==> config.mk <==
export PLATFORM = sky130hd
export DESIGN_NAME = io_port_responder
export DESIGN_NICKNAME = d
export VERILOG_FILES = /design/src/rtl/io_port_responder.sv
export SDC_FILE = /design/constraint.sdc
export NUM_CORES = 1
export LEC_CHECK = 0
export ABC_AREA = 1
export CAP_MARGIN = 20
export CORE_ASPECT_RATIO = 1.75
export CORE_UTILIZATION = 58
export CTS_BUF_LIST = sky130_fd_sc_hd__clkbuf_16
export DETAILED_ROUTE_END_ITERATION = 10
export GPL_TIMING_DRIVEN = 0
export PLACE_DENSITY = 0.85
export SYNTH_ARGS = -nofsm -noshare
export SYNTH_HDL_FRONTEND = slang
export SYNTH_SLANG_ARGS = --single-unit
==> constraint.sdc <==
create_clock -name clk -period 7 [get_ports clk]
set_clock_uncertainty 0.15 [all_clocks]
set_input_delay 1.4 -clock clk [delete_from_list [all_inputs] [get_ports clk]]
set_output_delay 1.4 -clock clk [all_outputs]
set_load 0.005 [all_outputs]
==> src/rtl/io_port_responder.sv <==
// io_port_responder: CPU I/O port block with OUT regs, synced IN ports, RX FIFO.
// Optional rising-edge capture and irq on the IN ports when IO_EDGE_IRQ_EN is defined.
module io_port_responder #(
    parameter int NUM_IN_PORTS = 4,
    parameter int FIFO_DEPTH   = 8
) (
    input  logic                      clk,
    input  logic                      reset_n,
    input  logic [7:0]                IO_port_ID,
    input  logic [7:0]                IO_write_data,
    input  logic                      IO_write_strobe,
    input  logic                      IO_read_strobe,
    output logic [7:0]                IO_read_data,
    output logic [31:0]               out_port,
    input  logic [NUM_IN_PORTS*8-1:0] in_pins,
    input  logic                      rx_valid,
    input  logic [7:0]                rx_data,
    output logic                      irq
);

    localparam int             IW      = NUM_IN_PORTS * 8;
    localparam int             PW      = (FIFO_DEPTH > 1) ? $clog2(FIFO_DEPTH) : 1;
    localparam logic [4:0]     DEPTH_C = 5'(FIFO_DEPTH);
    localparam logic [PW-1:0]  PTR_ONE = PW'(1);

    logic [7:0]    r_out [4];
    logic [IW-1:0] r_sync1;
    logic [IW-1:0] r_sync2;
    logic [7:0]    r_mem [FIFO_DEPTH];
    logic [PW-1:0] r_wr_ptr;
    logic [PW-1:0] r_rd_ptr;
    logic [4:0]    r_count;
    logic          r_overflow;

    logic          w_wr_out;
    logic          w_wr_ctrl;
    logic          w_rd_rx;
    logic          w_empty;
    logic          w_full;
    logic          w_pop;
    logic          w_push;
    logic          w_flush;
    logic          w_ovf_set;
    logic          w_ovf_clr;
    logic [7:0]    w_status;
    logic [7:0]    w_edge_rd;
    logic [7:0]    w_read_data;

    assign w_wr_out  = IO_write_strobe && (IO_port_ID[7:2] == 6'b000000);
    assign w_wr_ctrl = IO_write_strobe && (IO_port_ID == 8'h22);
    assign w_rd_rx   = IO_read_strobe && (IO_port_ID == 8'h20);

    assign w_empty   = (r_count == 5'd0);
    assign w_full    = (r_count == DEPTH_C);
    assign w_flush   = w_wr_ctrl && IO_write_data[1];
    assign w_ovf_clr = w_wr_ctrl && IO_write_data[0];
    assign w_pop     = w_rd_rx && !w_empty;
    // A full FIFO still takes a push when a pop frees the head slot this cycle.
    assign w_push    = rx_valid && (!w_full || w_pop) && !w_flush;
    assign w_ovf_set = rx_valid && w_full && !w_pop && !w_flush;
    assign w_status  = {r_overflow, w_full, w_empty, r_count};

    // OUT0..OUT3 output registers
    always_ff @(posedge clk or negedge reset_n) begin
        if (!reset_n) begin
            for (int i = 0; i < 4; i++) r_out[i] <= 8'h00;
        end else if (w_wr_out) begin
            r_out[IO_port_ID[1:0]] <= IO_write_data;
        end
    end

    assign out_port = {r_out[3], r_out[2], r_out[1], r_out[0]};

    // Two-flop synchronizer for the asynchronous input pins
    always_ff @(posedge clk or negedge reset_n) begin
        if (!reset_n) begin
            r_sync1 <= '0;
            r_sync2 <= '0;
        end else begin
            r_sync1 <= in_pins;
            r_sync2 <= r_sync1;
        end
    end

    // FIFO pointers, occupancy and sticky overflow
    always_ff @(posedge clk or negedge reset_n) begin
        if (!reset_n) begin
            r_wr_ptr   <= '0;
            r_rd_ptr   <= '0;
            r_count    <= 5'd0;
            r_overflow <= 1'b0;
        end else begin
            r_overflow <= (r_overflow && !w_ovf_clr) || w_ovf_set;
            if (w_flush) begin
                r_wr_ptr <= '0;
                r_rd_ptr <= '0;
                r_count  <= 5'd0;
            end else begin
                if (w_push) r_wr_ptr <= r_wr_ptr + PTR_ONE;
                if (w_pop)  r_rd_ptr <= r_rd_ptr + PTR_ONE;
                if (w_push && !w_pop)      r_count <= r_count + 5'd1;
                else if (w_pop && !w_push) r_count <= r_count - 5'd1;
            end
        end
    end

    // FIFO storage is deliberately left unreset
    always_ff @(posedge clk) begin
        if (w_push) r_mem[r_wr_ptr] <= rx_data;
    end

`ifdef IO_EDGE_IRQ_EN
    logic [IW-1:0] r_sync3;
    logic [7:0]    r_flags;
    logic          r_irq;
    logic [7:0]    w_rise8;
    logic [7:0]    w_flags_nxt;
    logic          w_rd_edge;

    assign w_rd_edge = IO_read_strobe && (IO_port_ID == 8'h23);

    // Fold per-port rising edges onto one byte; a fresh edge survives a clear
    always_comb begin
        w_rise8 = 8'h00;
        for (int p = 0; p < NUM_IN_PORTS; p++) begin
            w_rise8 = w_rise8 | (r_sync2[p*8 +: 8] & ~r_sync3[p*8 +: 8]);
        end
        w_flags_nxt = (w_rd_edge ? 8'h00 : r_flags) | w_rise8;
    end

    // Third sync stage, edge flags and registered irq
    always_ff @(posedge clk or negedge reset_n) begin
        if (!reset_n) begin
            r_sync3 <= '0;
            r_flags <= 8'h00;
            r_irq   <= 1'b0;
        end else begin
            r_sync3 <= r_sync2;
            r_flags <= w_flags_nxt;
            r_irq   <= |w_flags_nxt;
        end
    end

    assign irq       = r_irq;
    assign w_edge_rd = r_flags;
`else
    assign irq       = 1'b0;
    assign w_edge_rd = 8'h00;
`endif

    // Combinational read mux, independent of the read strobe
    always_comb begin
        w_read_data = 8'h00;
        case (IO_port_ID)
            8'h00, 8'h01, 8'h02, 8'h03: w_read_data = r_out[IO_port_ID[1:0]];
            8'h10, 8'h11, 8'h12, 8'h13: begin
                for (int p = 0; p < NUM_IN_PORTS; p++) begin
                    if (IO_port_ID[1:0] == 2'(p)) w_read_data = r_sync2[p*8 +: 8];
                end
            end
            8'h20:   w_read_data = w_empty ? 8'h00 : r_mem[r_rd_ptr];
            8'h21:   w_read_data = w_status;
            8'h23:   w_read_data = w_edge_rd;
            default: w_read_data = 8'h00;
        endcase
    end

    assign IO_read_data = w_read_data;

endmodule

==> reports/qor.csv, run 1 <==
metric,value,unit
outcome,completed,
Post-CTS Setup Repair Bufs,0,
post-synth design cell area,6690,um^2
IO Pins,102,
CP cell instances,clkdlybuf4s50_1 -> nor2_1 -> clkbuf_1 -> nand2_1 -> a41oi_1 -> a21oi_1 -> nand3_1 -> clkdlybuf4s50_1,
"Slew Viols, Final",0,
port bufs,100,
"Max FO, Critical Path",10,
Worst-Margin Slew,0.983,ns
sequential share of the synthesized area,69.1,%
CTS Buf Count,17,
Resized Gates After CTS,0,
ANT cells,0,
largest family of logic cells by synthesized area,simple AND/OR/NAND/NOR gates,
cell repeated most along the worst path,clkdlybuf4s50_1,
layout cells sized above 1,10.2,%
largest net degree at the start of global routing,64,
Async SR Flop Fraction,62.8,%
DR WL/cell,20.8,um
clock buffer depth,2,
Period minus WS final,5.41,ns
RSZ-0062 raised after global routing,no,
post-DP HPWL,12100,um
CP arrival,3.86,ns
Clock Tree Root,clkbuf_16,
Initial Utilization,59.9,%
Post-Syn Area per Cell,11.4,um^2
routability cong.,0.879,
Post-synth EDFFs,64,
Main synth FF type,dfrtp_1,
Compound-Gate Fraction of Synth Area,11.2,%
most numerous cell in the Yosys netlist,dfrtp_1,
fin crit share,77.3,%
synth warn,0,
area grow syn2layout,26.8,%
Worst path slowest cell,clkdlybuf4s50_1,
Slew headroom,34.2,%
Min-Delay Path Class,reg -> reg,
Setup Viol. Count Final,0,
CTS clock-pin slew for the worst setup and hold paths,0.06,ns
Die X,83.2,um
Final Instance Count excl. Fillers,854,
GRT Overall Usage,31.0,%
die height,144,um
Adder-Cell Fraction of Synth Area,1.42,%
initial antenna violation count,0,
area share of the largest cell type after synthesis,40.4,%
Row Count,51,
DR vias/cell,6.10,
crit end category,output pin,
Clock Sinks,172,
cells after synthesis,589,
Leak,3.46,nW
via count,5212,
core footprint,11200,um^2
"Req. time, crit path",5.45,ns
Synth top cells by count,"108 x dfrtp_1, 107 x nand2_1, 69 x nor2_1, 64 x edfxtp_1, 38 x o21ai_0",
Post-Synth XOR/XNOR Area,0.393,%
Area contributors post-synth,"dfrtp_1 40%, edfxtp_1 29%, nand2_1 6.0%",
delay of the slowest critical-path stage,0.53,ns
nets@finish,777,
WS Path Type,in -> out,
PD cells,304,nW/um^2
mux share of post-synthesis cell area,0,%
1st-iter DRT viols,575,
first-pass GRT wire length,27600,um
type of origin of the critical path,input pin,
Final Cell Area,8490,um^2
htree depth,4,
vias in the first global route,5425,
drt first pass iters,6,
"Clk Latency, worst-skew pair",0.43,ns
cell family with most CP delay,buffers and inverters,
final setup TNS,0,ns
endpoints failing hold,0,
placed cell area,7880,um^2
CTS tree,yes,
GR Overflow Total,0,
Unique masters post-synth,36,
hold bufs inserted after CTS,0,
placed cells,822,
synthesized net count,657,
Max Cap Viol,0,
FMAX,0.185,GHz
Synth Area in Simple Gates,14.7,%
fillcell total,654,
buffers and inverters on the worst path,3,
maximum vdd drop,0.000242,V
"FF+latch count, synth",172,
WL final,17700,um
cell type with the largest total area after synthesis,dfrtp_1,
drt drc,0,
Die ar.,12000,um^2
Final ANT Viol Nets,0,
==> registers in the layout, summed over array words and instances (netlist names) <==
name        cells
r_count         5
r_rd_ptr        3
r_overflow      1
r_sync2        32
out_port       32
r_sync1        32
r_mem          64
r_wr_ptr        3
==> cell usage in the layout (no fill, tap or decap), types with 3 or more instances in the layout <==
cell               n
a41oi_1            3
inv_2             10
a21oi_1            8
nor2_1            69
clkbuf_1          11
dfrtp_1          108
nand3_1           14
edfxtp_1          64
inv_1             25
nor3_1             4
o22ai_1           10
o221ai_1           5
buf_2              7
ha_1               6
nand2_2           10
nand2_1          107
inv_6              5
o21ai_1           37
o211ai_1          12
nand4_1            8
clkdlybuf4s50_1   99
o21ai_0           38
clkbuf_16         18
nor2_2             5
a22oi_1            7
==> cells by family (layout without fill, tap and decap cells) <==
family / Yosys count / count (layout)
flops: 172 / 172
fa+ha+maj: 7 / 7
buf+inv: 53 / 186
compound gates: 127 / 127
xor+xnor: 3 / 3
simple gates: 226 / 226
other cells: 1 / 1
==> through the flow <==
step / total power (W) / hold slack, ns / utilization [%] / worst slack, ns
global placement: 0.00159 / 0.183 / 70.4 / 0.698
floorplan: 0.00145 / 0.181 / - / 3.16
global route: 0.00267 / 0.205 / 76.0 / 1.48
finish: 0.00258 / 0.198 / 76.0 / 1.59
CTS: 0.00258 / 0.200 / 76.0 / 1.67
detailed placement: 0.00162 / 0.185 / 70.6 / 1.71
==> power by group <==
| part | total [W] | internal, W | switching, W |
|---|---|---|---|
| registers | 0.00122 | 0.00115 | 0.0000654 |
| logic | 0.000399 | 0.000153 | 0.000246 |
| clock network | 0.000960 | 0.000555 | 0.000406 |
| total | 0.00258 | 0.00186 | 0.000717 |
==> final cells by class <==
cell class / count / area [um^2] / area share [%]
buffer: 19 / 83.8 / 0.987
clock buffer: 18 / 450 / 5.31
clock inverter: 14 / 155 / 1.83
inverter: 34 / 128 / 1.50
multi-input combinational: 364 / 1860 / 21.9
sequential: 172 / 4620 / 54.5
tap: 132 / 165 / 1.95
timing repair buffer: 101 / 1030 / 12.1
==> path summary, 6_finish.rpt <==
kind / slack [ns] / to / cells past startpoint / start
setup / recovery: 1.59 / IO_read_data[2] / 8 / IO_port_ID[1]
hold / removal: 0.20 / r_sync2[4] / 0 / r_sync1[4]
setup reg to reg: 4.31 / r_count[4] / 13 / r_count[0]
hold reg to reg: 0.20 / r_sync2[4] / 0 / r_sync1[4]
max in group asynchronous: 5.11 / out_port[1] / 2 / reset_n
min in group asynchronous: 0.88 / r_sync2[27] / 1 / reset_n
==> worst reg2reg max path, delay by kind of cell (launching register included) <==
kind,cells,cell delay [ns]
buffers and inverters,1,0.07
adder cells (fa/ha/maj),1,0.50
flip-flops,1,0.46
AND/OR/NAND/NOR,11,1.40
==> metal layers <==
layer / global-route usage [%] / up-vias / routed length (um)
li1: - / 2268 / -
met1: 32.0 / 2493 / 5690
met2: 55.0 / 361 / 9640
met3: 7.08 / 90 / 1380
met4: 22.6 / 0 / 1020
met5: 0 / - / 0
No activity file was read; power rests on OpenSTA's default activity.
==> inputs of run 2 (changes only) <==
--- a/config.mk
+++ b/config.mk
@@ -8,11 +8,11 @@
 export ABC_AREA = 1
 export CAP_MARGIN = 20
 export CORE_ASPECT_RATIO = 1.75
-export CORE_UTILIZATION = 58
+export CORE_UTILIZATION = 54
 export CTS_BUF_LIST = sky130_fd_sc_hd__clkbuf_16
 export DETAILED_ROUTE_END_ITERATION = 10
 export GPL_TIMING_DRIVEN = 0
-export PLACE_DENSITY = 0.85
+export PLACE_DENSITY = 0.8
 export SYNTH_ARGS = -nofsm -noshare
 export SYNTH_HDL_FRONTEND = slang
 export SYNTH_SLANG_ARGS = --single-unit
==> constraint.sdc (replaced) <==
create_clock -name clk -period 5.65 [get_ports clk]
set_clock_uncertainty 0.15 [all_clocks]
set_input_delay 1.13 -clock clk [delete_from_list [all_inputs] [get_ports clk]]
set_output_delay 1.13 -clock clk [all_outputs]
set_load 0.005 [all_outputs]
==> run 2 against run 1 <==
  * Die area rose by 7.3%
  * Register-to-register slack got worse by 1.3 ns
  * Hold slack got worse by 0.00057 ns
  * Clock-buffer cell count fell by 1
  * Total power rose by 23%
  * Sequential share of layout area fell by 0.24 points
  * Clock power rose by 22%
  * First-iteration DRC count fell by 9.4%
  * Final cell count rose by 3.9%
  * Critical path type unchanged
  * Largest power group unchanged
==> reports/qor.csv, run 2 (same netlist as run 1, synthesis figures left out) <==
metric,value,unit,change
outcome,completed,,
Post-CTS Setup Repair Bufs,0,,unchanged
via count,5053,,-3.1%
largest net degree at the start of global routing,81,,+27%
cell repeated most along the worst path,clkdlybuf4s50_1,,
GR Overflow Total,0,,unchanged
hold bufs inserted after CTS,0,,unchanged
routing usage on met2,48.7,%,-6.3 points
drt first pass iters,6,,unchanged
Max Cap Viol,0,,unchanged
GRT Overall Usage,27.6,%,-3.4 points
reg2reg end,r_count[4],,
Hold Path Origin,r_sync1[25],,
Die X,86.2,um,+3.6%
CP cell instances,clkdlybuf4s50_1 -> nor2_1 -> clkbuf_1 -> nand2_1 -> a41oi_1 -> a21oi_1 -> nand3_1 -> clkdlybuf4s50_1,,
WS Path Type,in -> out,,
RSZ-0062 raised after global routing,no,,
Worst R2R Path Depth,14,,+1
Final ANT Viol Nets,0,,unchanged
IO Pins,102,,unchanged
Final Cell Area,8530,um^2,+0.44%
"Req. time, crit path",4.37,ns,-1.08 ns
GRT busiest layer,met2,,
first-pass GRT wire length,26000,um,-5.9%
htree depth,4,,unchanged
hold_ws,0.198,ns,-0.000575 ns
initial antenna violation count,0,,unchanged
fin crit share,85.2,%,
FF/Latch Area,4620,um^2,unchanged
WHS Endpoint,r_sync2[25],,
FMAX,0.208,GHz,
reg-to-reg setup timing slack,2.96,ns,-1.35 ns
area grow syn2layout,27.4,%,
DR WL/cell,18.8,um,-9.5%
GR Layer Usage met1,29.8,%,-2.2 points
ANT cells,0,,unchanged
PD cells,372,nW/um^2,+22%
layout cells sized above 1,10.7,%,+0.42 points
Min-Delay Path Class,reg -> reg,,
fin worst setup slack,0.837,ns,-0.754 ns
"Clk Latency, worst-skew pair",0.43,ns,about the same
CTS Buf Count,17,,unchanged
most frequent cells in the layout,"108 x dfrtp_1, 107 x nand2_1, 99 x clkdlybuf4s50_1",,
routability cong.,0.887,,+0.90%
Worst path slowest cell,clkdlybuf4s50_1,,
core footprint,12100,um^2,+8.1%
Row Count,53,,+3.9%
delay of the slowest critical-path stage,0.53,ns,about the same
"Slew Viols, Final",0,,unchanged
placed cell area,7930,um^2,+0.52%
maximum vdd drop,0.000246,V,+1.7%
Slew headroom,32.4,%,-1.8 points
Critical path origin,IO_port_ID[1],,
CP arrival,3.53,ns,-0.33 ns
die height,149,um,+3.6%
Leak,3.45,nW,-0.31%
Initial Utilization,55.5,%,-4.5 points
"most common cell after layout, fill and taps aside",dfrtp_1,,
M3 GR Usage,5.26,%,-1.8 points
CTS clock-pin slew for the worst setup and hold paths,0.07,ns,about the same
area of the multi-input gates,1860,um^2,unchanged
endpoints failing hold,0,,unchanged
WL final,16700,um,-6.0%
"Max FO, Critical Path",10,,unchanged
crit end category,output pin,,
largest reg by FF count,r_mem,,
Clock Sinks,172,,unchanged
CTS tree,yes,,
Die ar.,12900,um^2,+7.3%
nets@finish,777,,unchanged
vias in the first global route,5170,,-4.7%
post-DP HPWL,11700,um,-3.1%
fillcell total,840,,+28%
Worst R2R Start,r_count[1],,
DR vias/cell,5.70,,-6.7%
port bufs,100,,unchanged
setup slack after placement,0.875,ns,-0.838 ns
Resized Gates After CTS,0,,unchanged
clock buffer depth,2,,unchanged
max reg flops,64,,unchanged
drt drc,0,,unchanged
hold path cells,0,,unchanged
Period minus WS final,4.81,ns,
Clock Tree Root,clkbuf_16,,
type of origin of the critical path,input pin,,
1st-iter DRT viols,521,,-9.4%
Setup Viol. Count Final,0,,unchanged
Worst-Margin Slew,1.01,ns,+0.0268 ns
==> run 2: cell count changes in the layout (fill, tap and decap cells not counted) <==
cell / previous run / this run
clkinv_8: 0 / 3
clkinv_2: 0 / 1
clkbuf_16: 18 / 17
inv_6: 5 / 3
bufinv_16: 2 / 1
clkinv_4: 2 / 0
inv_4: 0 / 1
clkinv_1: 2 / 0
inv_8: 2 / 4
clkinvlp_4: 0 / 2
inv_1: 25 / 24
==> run 2: metrics by stage <==
| stage | power [W] | TNS (ns) | instances | util, % |
|---|---|---|---|---|
| detailed placement | 0.00201 | 0 | 855 | 65.7 |
| finish | 0.00317 | 0 | 887 | 70.7 |
| global route | 0.00328 | 0 | 887 | 70.7 |
| floorplan | 0.00180 | 0 | 589 | - |
| global placement | 0.00197 | -38.18 | 854 | 65.5 |
| CTS | 0.00316 | 0 | 887 | 70.7 |
==> run 2: worst max-delay path by stage <==
stage / end / slack (ns)
6_report: IO_read_data[2] / 0.84
5_1_grt: IO_read_data[2] / 0.73
4_1_cts: IO_read_data[5] / 0.86
3_5_place_dp: IO_read_data[2] / 0.87
3_3_place_gp: r_sync1[27] / -0.36
2_1_floorplan: IO_read_data[4] / 2.35
==> run 2: area by class of cell <==
cell class                 instances  area share (%)
buffer                            19           0.983
clock buffer                      17            4.99
clock inverter                    15            2.07
inverter                          34            1.50
multi-input combinational        364            21.8
sequential                       172            54.2
tap                              165            2.42
timing repair buffer             101            12.0
==> run 2: power by group <==
group | switching [W] | internal, W | total (W)
sequential | 0.0000799 | 0.00143 | 0.00151
clock | 0.000535 | 0.000633 | 0.00117
combinational | 0.000304 | 0.000188 | 0.000493
==> run 2: critical path, delay by kind of cell <==
| family | cells | cell delay (ns) |
|---|---|---|
| buffers and inverters | 3 | 1.53 |
| and+or+nand+nor | 3 | 0.48 |
| AOI/OAI and AO/OA | 2 | 0.40 |
==> run 2: metal layers <==
metal	wire length [um]	share of wire, %	up-vias
li1	-	-	2276
met1	5590	34	2412
met2	9070	54	300
met3	1140	6.8	65
met4	861	5.2	0
met5	0	0	-
==> inputs of run 3 (changes only) <==
--- a/config.mk
+++ b/config.mk
@@ -8,11 +8,12 @@
 export ABC_AREA = 1
 export CAP_MARGIN = 20
 export CORE_ASPECT_RATIO = 1.75
-export CORE_UTILIZATION = 54
+export CORE_UTILIZATION = 48
 export CTS_BUF_LIST = sky130_fd_sc_hd__clkbuf_16
 export DETAILED_ROUTE_END_ITERATION = 10
 export GPL_TIMING_DRIVEN = 0
-export PLACE_DENSITY = 0.8
+export PLACE_DENSITY = 0.75
+export SKIP_LAST_GASP = 1
 export SYNTH_ARGS = -nofsm -noshare
 export SYNTH_HDL_FRONTEND = slang
 export SYNTH_SLANG_ARGS = --single-unit
==> constraint.sdc (replaced) <==
create_clock -name clk -period 4.4 [get_ports clk]
set_clock_uncertainty 0.15 [all_clocks]
set_input_delay 0.88 -clock clk [delete_from_list [all_inputs] [get_ports clk]]
set_output_delay 0.88 -clock clk [all_outputs]
set_load 0.005 [all_outputs]
==> run 3 against run 2 <==
  * Clock-buffer cell count unchanged
  * Critical path depth increased by 3
  * Sequential share of layout area increased by 0.22 points
  * Die area increased by 12%
  * Final cell count increased by 1.0%
  * Largest cell class unchanged
  * Clock power increased by 20%
  * Utilization decreased by 7.8 points
  * Critical path type unchanged
==> reports/qor.csv, run 3 (same netlist as run 1, synthesis figures left out) <==
metric,value,unit,change
drt drc,0,,unchanged
delay of the slowest critical-path stage,0.57,ns,+0.04 ns
CP arrival,3.25,ns,-0.28 ns
nets@finish,777,,unchanged
Clock Sinks,172,,unchanged
Initial Utilization,49.5,%,-6.0 points
vias in the first global route,5205,,+0.68%
initial antenna violation count,0,,unchanged
"most common cell after layout, fill and taps aside",dfrtp_1,,
GRT Overall Usage,25.0,%,-2.6 points
max reg flops,64,,unchanged
Worst-Margin Slew,0.967,ns,-0.0428 ns
"Clk Latency, worst-skew pair",0.41,ns,-0.02 ns
Setup Viol. Count Final,0,,unchanged
Leak,3.44,nW,-0.24%
hold path cells,0,,unchanged
total power,0.00396,W,+25%
1st-iter DRT viols,383,,-26%
buffers and inverters on the worst path,6,,+3
via count,4959,,-1.9%
largest net degree at the start of global routing,78,,-3.7%
clock buffer depth,2,,unchanged
"Req. time, crit path",3.37,ns,-1.00 ns
port bufs,100,,unchanged
type of origin of the critical path,input pin,,
reg-to-reg setup timing slack,1.79,ns,-1.17 ns
largest reg by FF count,r_mem,,
post-DP HPWL,12100,um,+3.1%
die height,158,um,+6.0%
Worst R2R Path Depth,13,,-1
CP cell instances,clkdlybuf4s50_1 -> inv_2 -> nor2_2 -> buf_2 -> inv_2 -> nor2_1 -> nand2_1 -> inv_2 -> a22oi_1 -> o211ai_1 -> clkdlybuf4s50_1,,
RSZ-0062 raised after global routing,no,,
core footprint,13500,um^2,+12%
Period minus WS final,4.28,ns,
number of cells on the critical path,11,,+3
WL final,16800,um,+0.98%
Row Count,56,,+5.7%
GR Overflow Total,0,,unchanged
Die X,91.3,um,+5.9%
hold bufs inserted after CTS,0,,unchanged
DR WL/cell,18.8,um,about the same
htree depth,4,,unchanged
drt first pass iters,5,,-1
Final ANT Viol Nets,0,,unchanged
FMAX,0.234,GHz,
fin worst setup slack,0.121,ns,-0.716 ns
WS Path Type,in -> out,,
ANT cells,0,,unchanged
crit end category,output pin,,
area grow syn2layout,26.9,%,
Die ar.,14400,um^2,+12%
routability cong.,0.852,,-3.9%
setup slack after placement,0.0844,ns,-0.790 ns
CTS Buf Count,17,,unchanged
endpoints failing hold,0,,unchanged
maximum vdd drop,0.000268,V,+8.9%
Clock Tree Root,clkbuf_16,,
"Slew Viols, Final",0,,unchanged
cell family with most CP delay,buffers and inverters,,
IO Pins,102,,unchanged
final setup TNS,0,ns,unchanged
CTS tree,yes,,
outcome,completed,,
layout cells sized above 1,10.7,%,unchanged
CTS clock-pin slew for the worst setup and hold paths,0.07,ns,about the same
"Max FO, Critical Path",10,,unchanged
Worst path slowest cell,clkdlybuf4s50_1,,
Resized Gates After CTS,0,,unchanged
Slew headroom,35.3,%,+2.9 points
PD cells,466,nW/um^2,+25%
first-pass GRT wire length,26900,um,+3.5%
Min-Delay Path Class,reg -> reg,,
DR vias/cell,5.53,,-2.8%
Max Cap Viol,0,,unchanged
Post-CTS Setup Repair Bufs,0,,unchanged
fin crit share,97.3,%,
most frequent cells in the layout,"108 x dfrtp_1, 107 x nand2_1, 99 x clkdlybuf4s50_1",,
cell repeated most along the worst path,inv_2,,
==> run 3: layout make-up <==
cell class	instances	area, um^2
inverters	34	128
flip-flops and latches	172	4620
well taps	174	218
clock buffers	17	425
plain buffers	19	85.1
fillers	988	5030
repair buffers	101	1030
clock inverters	15	130
multi-input cells	364	1860
==> run 3: routing by layer <==
metal / up-vias / global-route usage (%) / part of all wire, %
li1: 2275 / - / -
met1: 2370 / 27.2 / 35
met2: 257 / 45.1 / 54
met3: 57 / 4.61 / 6.6
met4: 0 / 15.4 / 4.3
met5: - / 0 / 0
==> run 3: worst reg2reg max path, delay by kind of cell (launching register included) <==
| family | cells | cell delay, ns |
|---|---|---|
| buffers and inverters | 1 | 0.04 |
| AO/OA/AOI/OAI | 1 | 0.21 |
| AND/OR/NAND/NOR | 10 | 1.23 |
| flip-flops | 1 | 0.46 |
| adder cells (fa/ha/maj) | 1 | 0.43 |
==> run 3: worst paths after layout <==
path                                    start         endpoint
worst max-delay path            IO_port_ID[0]  IO_read_data[4]
worst min-delay path              r_sync1[29]      r_sync2[29]
worst max register to register     r_count[1]       r_count[4]
worst min register to register    r_sync1[29]      r_sync2[29]
max in group asynchronous             reset_n       r_count[2]
min in group asynchronous             reset_n      r_sync2[11]
==> run 3: through the flow <==
step | instances | instance area (um^2) | hold WS (ns) | util, %
5_1_grt | 896 | 8490 | 0.202 | 62.8
3_5_place_dp | 864 | 7940 | 0.185 | 58.7
2_1_floorplan | 589 | 6690 | 0.181 | -
4_1_cts | 896 | 8490 | 0.197 | 62.8
6_report | 896 | 8490 | 0.192 | 62.8
3_3_place_gp | 863 | 7910 | 0.184 | 58.5
==> run 3: where the power goes <==
group	switching, W	internal (W)	total, W
clock	0.000654	0.000746	0.00140
combinational	0.000380	0.000241	0.000621
sequential	0.0000982	0.00184	0.00194
total	0.00113	0.00282	0.00396
